<file path="src/rtl/aes_tx_scheduler.sv">
// aes_tx_scheduler
// Sits between the AES core and the UART transmitter. A start request launches
// one AES block encryption, the 128-bit ciphertext is captured into a shift
// register and streamed to the UART one byte at a time (most significant byte
// first) using a start/busy handshake. Completion or AES timeout is reported.
//
// Build option: define SYNC_HEADER_EN to prepend HEADER_BYTE to every frame
// (17-byte frame instead of 16).
//
// Ports
//   clk            in   system clock, rising edge
//   reset          in   asynchronous reset, active low
//   start          in   encrypt-and-send request, sampled in IDLE only
//   aes_start      out  one-cycle pulse launching the AES core
//   aes_done       in   AES result valid, aes_dout stable in the same cycle
//   aes_dout       in   128-bit ciphertext
//   uart_tx_start  out  one-cycle pulse requesting transmission of uart_tx_data
//   uart_tx_data   out  byte to transmit, held until the next byte is launched
//   uart_tx_busy   in   UART transmitting
//   busy           out  high whenever the scheduler is not idle
//   done           out  one-cycle pulse after the last byte completes
//   error          out  one-cycle pulse on AES timeout
//   byte_count     out  bytes fully transmitted in the current frame
module aes_tx_scheduler #(
  parameter int          AES_TIMEOUT = 1024,
  parameter logic [7:0]  HEADER_BYTE = 8'hA5
) (
  input  logic          clk,
  input  logic          reset,
  input  logic          start,
  output logic          aes_start,
  input  logic          aes_done,
  input  logic [127:0]  aes_dout,
  output logic          uart_tx_start,
  output logic [7:0]    uart_tx_data,
  input  logic          uart_tx_busy,
  output logic          busy,
  output logic          done,
  output logic          error,
  output logic [4:0]    byte_count
);

  localparam int CNT_W = (AES_TIMEOUT > 1) ? $clog2(AES_TIMEOUT) : 1;
  localparam logic [CNT_W-1:0] CNT_LAST = CNT_W'(AES_TIMEOUT - 1);
  localparam logic [CNT_W-1:0] CNT_SAT  = '1;

`ifdef SYNC_HEADER_EN
  localparam logic [4:0] FRAME_LEN = 5'd17;
`else
  localparam logic [4:0] FRAME_LEN = 5'd16;
`endif

  typedef enum logic [2:0] {
    IDLE, AES_REQ, AES_WAIT, SEND, ACK, DRAIN, FINISH
  } state_t;

  state_t           state_reg;
  logic [CNT_W-1:0] cnt_reg;
  logic [CNT_W-1:0] cnt_inc;
  logic [127:0]     shift_reg;
  logic             header_slot;
  logic             last_byte;
  logic [7:0]       tx_byte;

  // Saturating increment: the counter may never wrap back to zero.
  assign cnt_inc = (cnt_reg == CNT_SAT) ? cnt_reg : cnt_reg + CNT_W'(1);

  // With the header enabled, frame slot 0 carries the header and the
  // ciphertext only starts shifting out from slot 1.
`ifdef SYNC_HEADER_EN
  assign header_slot = (byte_count == 5'd0);
`else
  assign header_slot = 1'b0;
`endif

  assign tx_byte   = header_slot ? HEADER_BYTE : shift_reg[127:120];
  assign last_byte = (byte_count == FRAME_LEN - 5'd1);

  always_ff @(posedge clk or negedge reset) begin
    if (!reset) begin
      state_reg     <= IDLE;
      cnt_reg       <= '0;
      shift_reg     <= '0;
      aes_start     <= 1'b0;
      uart_tx_start <= 1'b0;
      uart_tx_data  <= 8'h00;
      busy          <= 1'b0;
      done          <= 1'b0;
      error         <= 1'b0;
      byte_count    <= 5'd0;
    end else begin
      // Pulse outputs default low; each is raised for exactly one cycle below.
      aes_start     <= 1'b0;
      uart_tx_start <= 1'b0;
      done          <= 1'b0;
      error         <= 1'b0;
      case (state_reg)
        IDLE: begin
          if (start) begin
            aes_start <= 1'b1;
            busy      <= 1'b1;
            state_reg <= AES_REQ;
          end
        end
        AES_REQ: begin
          cnt_reg   <= '0;
          state_reg <= AES_WAIT;
        end
        AES_WAIT: begin
          // A result arriving on the timeout cycle takes priority.
          if (aes_done) begin
            shift_reg  <= aes_dout;
            byte_count <= 5'd0;
            state_reg  <= SEND;
          end else if (cnt_inc == CNT_LAST) begin
            error     <= 1'b1;
            busy      <= 1'b0;
            state_reg <= IDLE;
          end else begin
            cnt_reg <= cnt_inc;
          end
        end
        SEND: begin
          if (!uart_tx_busy) begin
            uart_tx_start <= 1'b1;
            uart_tx_data  <= tx_byte;
            state_reg     <= ACK;
          end
        end
        ACK: begin
          if (uart_tx_busy) state_reg <= DRAIN;
        end
        DRAIN: begin
          if (!uart_tx_busy) begin
            byte_count <= byte_count + 5'd1;
            if (last_byte) begin
              // done is raised here so it appears in the cycle right after
              // the final busy fall; busy drops one cycle later.
              done      <= 1'b1;
              state_reg <= FINISH;
            end else begin
              if (!header_slot) shift_reg <= {shift_reg[119:0], 8'h00};
              state_reg <= SEND;
            end
          end
        end
        FINISH: begin
          busy      <= 1'b0;
          state_reg <= IDLE;
        end
        default: begin
          busy      <= 1'b0;
          state_reg <= IDLE;
        end
      endcase
    end
  end

endmodule

</file>
<file path="config.mk">
export PLATFORM = sky130hd
export DESIGN_NAME = aes_tx_scheduler
export DESIGN_NICKNAME = d
export VERILOG_FILES = /design/src/rtl/aes_tx_scheduler.sv
export SDC_FILE = /design/constraint.sdc
export NUM_CORES = 1
export LEC_CHECK = 0
export CORE_MARGIN = 3
export CORE_UTILIZATION = 40
export DETAILED_ROUTE_END_ITERATION = 10
export SLEW_MARGIN = 20
export SYNTH_ARGS = -nofsm -noshare
export SYNTH_HDL_FRONTEND = slang
export SYNTH_SLANG_ARGS = --single-unit
</file>
<file path="constraint.sdc">
create_clock -name clk -period 3.25 [get_ports clk]
set_clock_uncertainty 0.2 [all_clocks]
set_input_delay 0.325 -clock clk [delete_from_list [all_inputs] [get_ports clk]]
set_output_delay 0.325 -clock clk [all_outputs]
set_load 0.05 [all_outputs]
</file>
Word level (Yosys, flattened, before mapping). Index checks and enable logic that the tools add are counted.

$add $sub $neg: 2. Equality and inequality tests: 18. Mux-type cells: 33. Bitwise logic cells: 2. Reduce and logical (&&, ||, !) cells: 10.

Operator list (number): 128-bit 2-to-1 mux (3); 128-bit one-hot mux with 2 select lines (1); 10-bit 2-to-1 mux (3); 3-bit 2-to-1 mux (7); 10-bit equality test (second input constant) (2); 10-bit one-hot mux with 2 select lines (1); 2-bit inequality test (second input constant) (9); 3-bit one-hot mux with 6 select lines (1); 1-bit 2-to-1 mux (13); 10-bit by 1-bit adder with 10-bit output (second input constant) (1); 5-bit 2-to-1 mux (2); 5-bit one-hot mux with 2 select lines (1); 4-bit AND reduction (2); 3-bit by 2-bit equality test with 1-bit output (second input constant) (2); 3-bit equality test (second input constant) (2); 3-bit AND reduction (2); 5-bit by 1-bit adder with 5-bit output (second input constant) (1); 5-bit by 4-bit equality test with 1-bit output (second input constant) (1); 5-bit AND reduction (1); 2-bit nonzero test (2); 4-bit OR reduction (1); 3-bit by 1-bit equality test with 1-bit output (second input constant) (1); 3-bit zero test (1); 3-bit inequality test (second input constant) (1); 3 further kinds (4).

Register bits: 159. Bits of input ports: 133. Output and inout bits: 18.

Logic depth before layout (Yosys ltp).
Depth after elaboration: 6. Gate-level depth with buffers: 10.

Worst setup path before layout. OpenSTA, ideal clock, no wires.

Path type: reg2reg. Start point: register byte_count[0]. End point: register shift_reg[65]. Library setup time: 0.083 ns. Arrival: 2.188 ns. Setup slack: 0.779 ns. Stages on the path, launching flop included: 11. Buffers on the path: 3. Path through: dfrtp_1 ha_1 and3_1 ha_1 nor2_1 o22ai_1 buf_2 buf_2 buf_2 nand2_1 o21ai_0.

Word-level cells in the longest chain between the ends: 3.

Ends and longest elaborated chain: from (decl) (line 40) `output logic [4:0] byte_count`; from (signal assigned) (line 135) `byte_count <= byte_count + 5'd1;`; 5-bit by 4-bit equality test with 1-bit output (line 77) `assign last_byte = (byte_count == FRAME_LEN - 5'd1);`; 2-bit inequality test (no source line); 4-bit AND reduction (no source line); to (signal assigned) (line 112) `shift_reg <= aes_dout;`; to (signal assigned) (line 142) `if (!header_slot) shift_reg <= {shift_reg[119:0], 8'h00};`; to (decl) (line 60) `logic [127:0] shift_reg;`.

No other way between the ends. A chain may end at the register's enable or synchronous reset.

Worst setup path after layout.
Start point: register cnt_reg[0]. End point: register cnt_reg[7].

Word-level cells in the longest chain between the ends: 5. Elaborated cells on any way between the ends: 9. Classes of those cells: add/sub (1); eq/ne (3); mux (4); reduce/logical (1).

Ends and longest elaborated chain: from (decl) (line 58) `logic [CNT_W-1:0] cnt_reg;`; from (signal assigned) (line 120) `cnt_reg <= cnt_inc;`; 10-bit by 1-bit adder with 10-bit output or 10-bit equality test (tied branches) (line 66) `assign cnt_inc = (cnt_reg == CNT_SAT) ? cnt_reg : cnt_reg + CNT_W'(1);`; 10-bit 2-to-1 mux (*) (line 66); 10-bit equality test or 10-bit 2-to-1 mux (tied branches) (line 115) `end else if (cnt_inc == CNT_LAST) begin`; 2-bit inequality test (no source line) or 10-bit 2-to-1 mux (tied branches); 3-bit AND reduction (no source line) or 10-bit one-hot mux with 2 select lines (tied branches).

Every way passes the cells marked *; elsewhere a longest branch is shown, timed or not. The select of a mux whose other input is x is not followed.

==> results.yml <==
worst_hold_path:
  whs_path_depth: 2
  hp-start: "shift_reg[92]"
  hold_class: "reg2reg"
  min_to: "shift_reg[92]"
power_and_ir_drop:
  vdd_drop_max_mv: 0.3675
  power.density_nw_per_um2: 806.0
  p_leak_nw: 4.988
yosys:
  synthFlopType: "dfrtp_1"
  postSynthCellCount: 701
  synth_seq_cells: 159
  async_flop_share_pct: 100.0
  mappedNetlistArea_um2: 7503
  ys_seq_area_share_pct: 53.03
  synthesis.nets: 837
  yosys.cell_types.count: 59
  synth-edff-count: 0
  yosys_warnings: 0
  syn_area_per_cell_um2: 10.70
layout:
  largest_register_ffs: 128
  drive_above_1_share_pct: 8.205
  finish.utilization_pct: 53.54
  finalNetCount: 965
  diodes: 0
  finalNonFillerCells: 1070
  areaGrowthSynthToFinish_pct: 29.91
  nFillCells: 1574
  layout_common_cells: "dfrtp_1, clkdlybuf4s50_1, nand2_1"
  final_common_cell: "dfrtp_1"
worst_setup_path:
  rrSetupSlack_ns: 0.29
  crit_path_start_kind: "flip-flop"
  required_ns: 3.35
  critPathBufInv: 1
  cpLargestDelayFamily: "compound AO/OA/AOI/OAI gates"
  crit_chain: "ha_1 -> and4_4 -> and2_4 -> o211ai_4 -> a311oi_4 -> buf_4 -> nand4_1 -> a32o_1"
  timing.rr.start: "cnt_reg[0]"
  crit_arrival_ns: 3.06
  ff2ff_path_depth: 8
  path_class: "reg2reg"
  worstPathMaxFanout: 9
  r2r_end: "cnt_reg[7]"
  cpPeakStageDelay_ns: 0.52
  worstSetupEndpointType: "flip-flop"
  worstSetupPathDepth: 8
  cpMaxStageDelayCell: "dfrtp_1"
routing:
  drt_iter0_drc: 372
  drtPass1Iterations: 4
  via_per_inst: 5.071
  drc: 0
  vias: 5426
  drt-total-wl_um: 17430
  wire_per_inst_um: 16.29
  ant_nets: 0
global_route:
  grt-ovfl-total: 0
  grt_usage_pct: 17.31
  antenna_found_initial: 0
  first_global_vias: 5537
  grt_max_degree: 83
  grt_first_pass_wirelength_um: 28250
clock_network:
  clock_latency_ns: 0.42
  clk_root_buffer_cell: "clkbuf_16"
  cts.path.max_buffers: 2
  cts_buffers: 17
  post_cts_resized: 0
  cts_tree: "built"
  cts_sinks: 159
  htreeDepth: 4
  path_clk_slew_ns: 0.06
sta:
  slew_violations: 0
  setup_viol: 0
  fmax_mhz: 337.9
  worst_pin_slew_ns: 0.7329
  final.min_clock_period_ns: 2.959
  rsz0062_at_grt: "false"
  finalSetupTns_ns: 0
  period_share_pct: 91.05
  final.setup.worst_slack_ns: 0.2907
  hold_viol_final: 0
  relSlewSlack_pct: 51.14
floorplanning:
  num_rows: 49
  coreArea_um2: 18210
  chipHeight_um: 143.0
  die_area_um2: 20440
  io_pins: 151
  start_util_pct: 41.21
  die_w_um: 143.0
job:
  max-cap-violations: 0
placement:
  port_buffers: 150
  dp.final_hpwl_um: 12040
  place_ws_ns: 0.3507
  gp_congestion: 0.8442
  dp_cells: 1038
run_status:
  outcome: "complete, no violations"
==> worst register-to-register path, stage by stage (launching register included) <==
cell,delay (ns)
dfrtp_1,0.52
ha_1,0.40
and4_4,0.30
and2_4,0.20
o211ai_4,0.11
a311oi_4,0.47
buf_4,0.26
nand4_1,0.11
a32o_1,0.28
==> per-layer routing <==
metal	up-vias	share of wire, %	track usage (%)	wire length, µm
met1	2543	47	23.41	8160
met5	-	0	0	0
met2	139	46	27.20	8067
li1	2725	-	-	-
met3	19	5.7	5.023	1000
met4	0	1.2	5.053	201
==> cells in the mapped netlist (3+ instances only) <==
| cell | number | area (µm²) |
|---|---|---|
| nand2_1 | 134 | 503.0 |
| nand3_1 | 4 | 20.02 |
| clkbuf_1 | 24 | 90.09 |
| nor2_1 | 11 | 41.29 |
| a22o_1 | 9 | 78.83 |
| o21ai_0 | 126 | 630.6 |
| buf_6 | 3 | 33.78 |
| a21oi_1 | 7 | 35.03 |
| dfrtp_1 | 159 | 3979 |
| mux2_2 | 10 | 112.6 |
| ha_1 | 3 | 37.54 |
| mux2i_1 | 123 | 1231 |
| nor3b_1 | 4 | 30.03 |
| buf_2 | 17 | 85.08 |
| clkbuf_8 | 6 | 82.58 |
| inv_1 | 3 | 11.26 |
| nand3b_1 | 3 | 22.52 |
| nand4_1 | 5 | 31.28 |
==> repair_timing <==
item	4_1_cts	5_1_grt
setup endpoints to repair	0	0
hold buffers	1	0
setup buffers	0	0
hold endpoints to repair	73	0
==> cells by family after synthesis <==
kind of cell / synth area share [%]
and+or+nand+nor: 10.67
AOI/OAI and AO/OA: 13.04
DFF: 53.03
muxes: 18.11
buffers and inverters: 4.302
xor gates and xnor gates: 0.3502
adders and majority gates: 0.5003
==> where the power goes <==
group	total, mW	switching (mW)	internal, mW	leakage, nW
combinational	2.51	1.42	1.09	2.70
sequential	3.36	0.529	2.83	2.01
clock	1.98	0.804	1.18	0.275
==> area by class of cell <==
type | instances | area (µm²) | share of cell area [%]
Inverter | 3 | 11.26 | 0.1155
Sequential cell | 159 | 3979 | 40.82
Multi-Input combinational cell | 485 | 3216 | 32.99
Clock buffer | 20 | 456.7 | 4.685
Clock inverter | 11 | 133.9 | 1.373
Tap cell | 229 | 286.5 | 2.939
Timing Repair Buffer | 163 | 1665 | 17.08
==> per-stage QoR <==
stage,hold slack (ns),area (µm²),total power [mW]
floorplan,-0.1706,7503,5.138
global placement,0.1996,9148,5.808
detailed placement,0.2100,9148,5.942
CTS,0.2837,9748,7.961
global route,0.3032,9748,8.443
finish,0.2771,9748,7.857
==> worst max path at each step <==
stage                        from       endpoint  slack (ns)
CTS                    cnt_reg[0]     cnt_reg[7]        0.34
global route           cnt_reg[0]     cnt_reg[7]        0.20
detailed placement     cnt_reg[0]     cnt_reg[7]        0.35
floorplan           byte_count[0]  shift_reg[65]        0.78
finish                 cnt_reg[0]     cnt_reg[7]        0.29
global placement       cnt_reg[0]     cnt_reg[7]        0.56
Note: power is estimated with default switching activity, not from simulation.
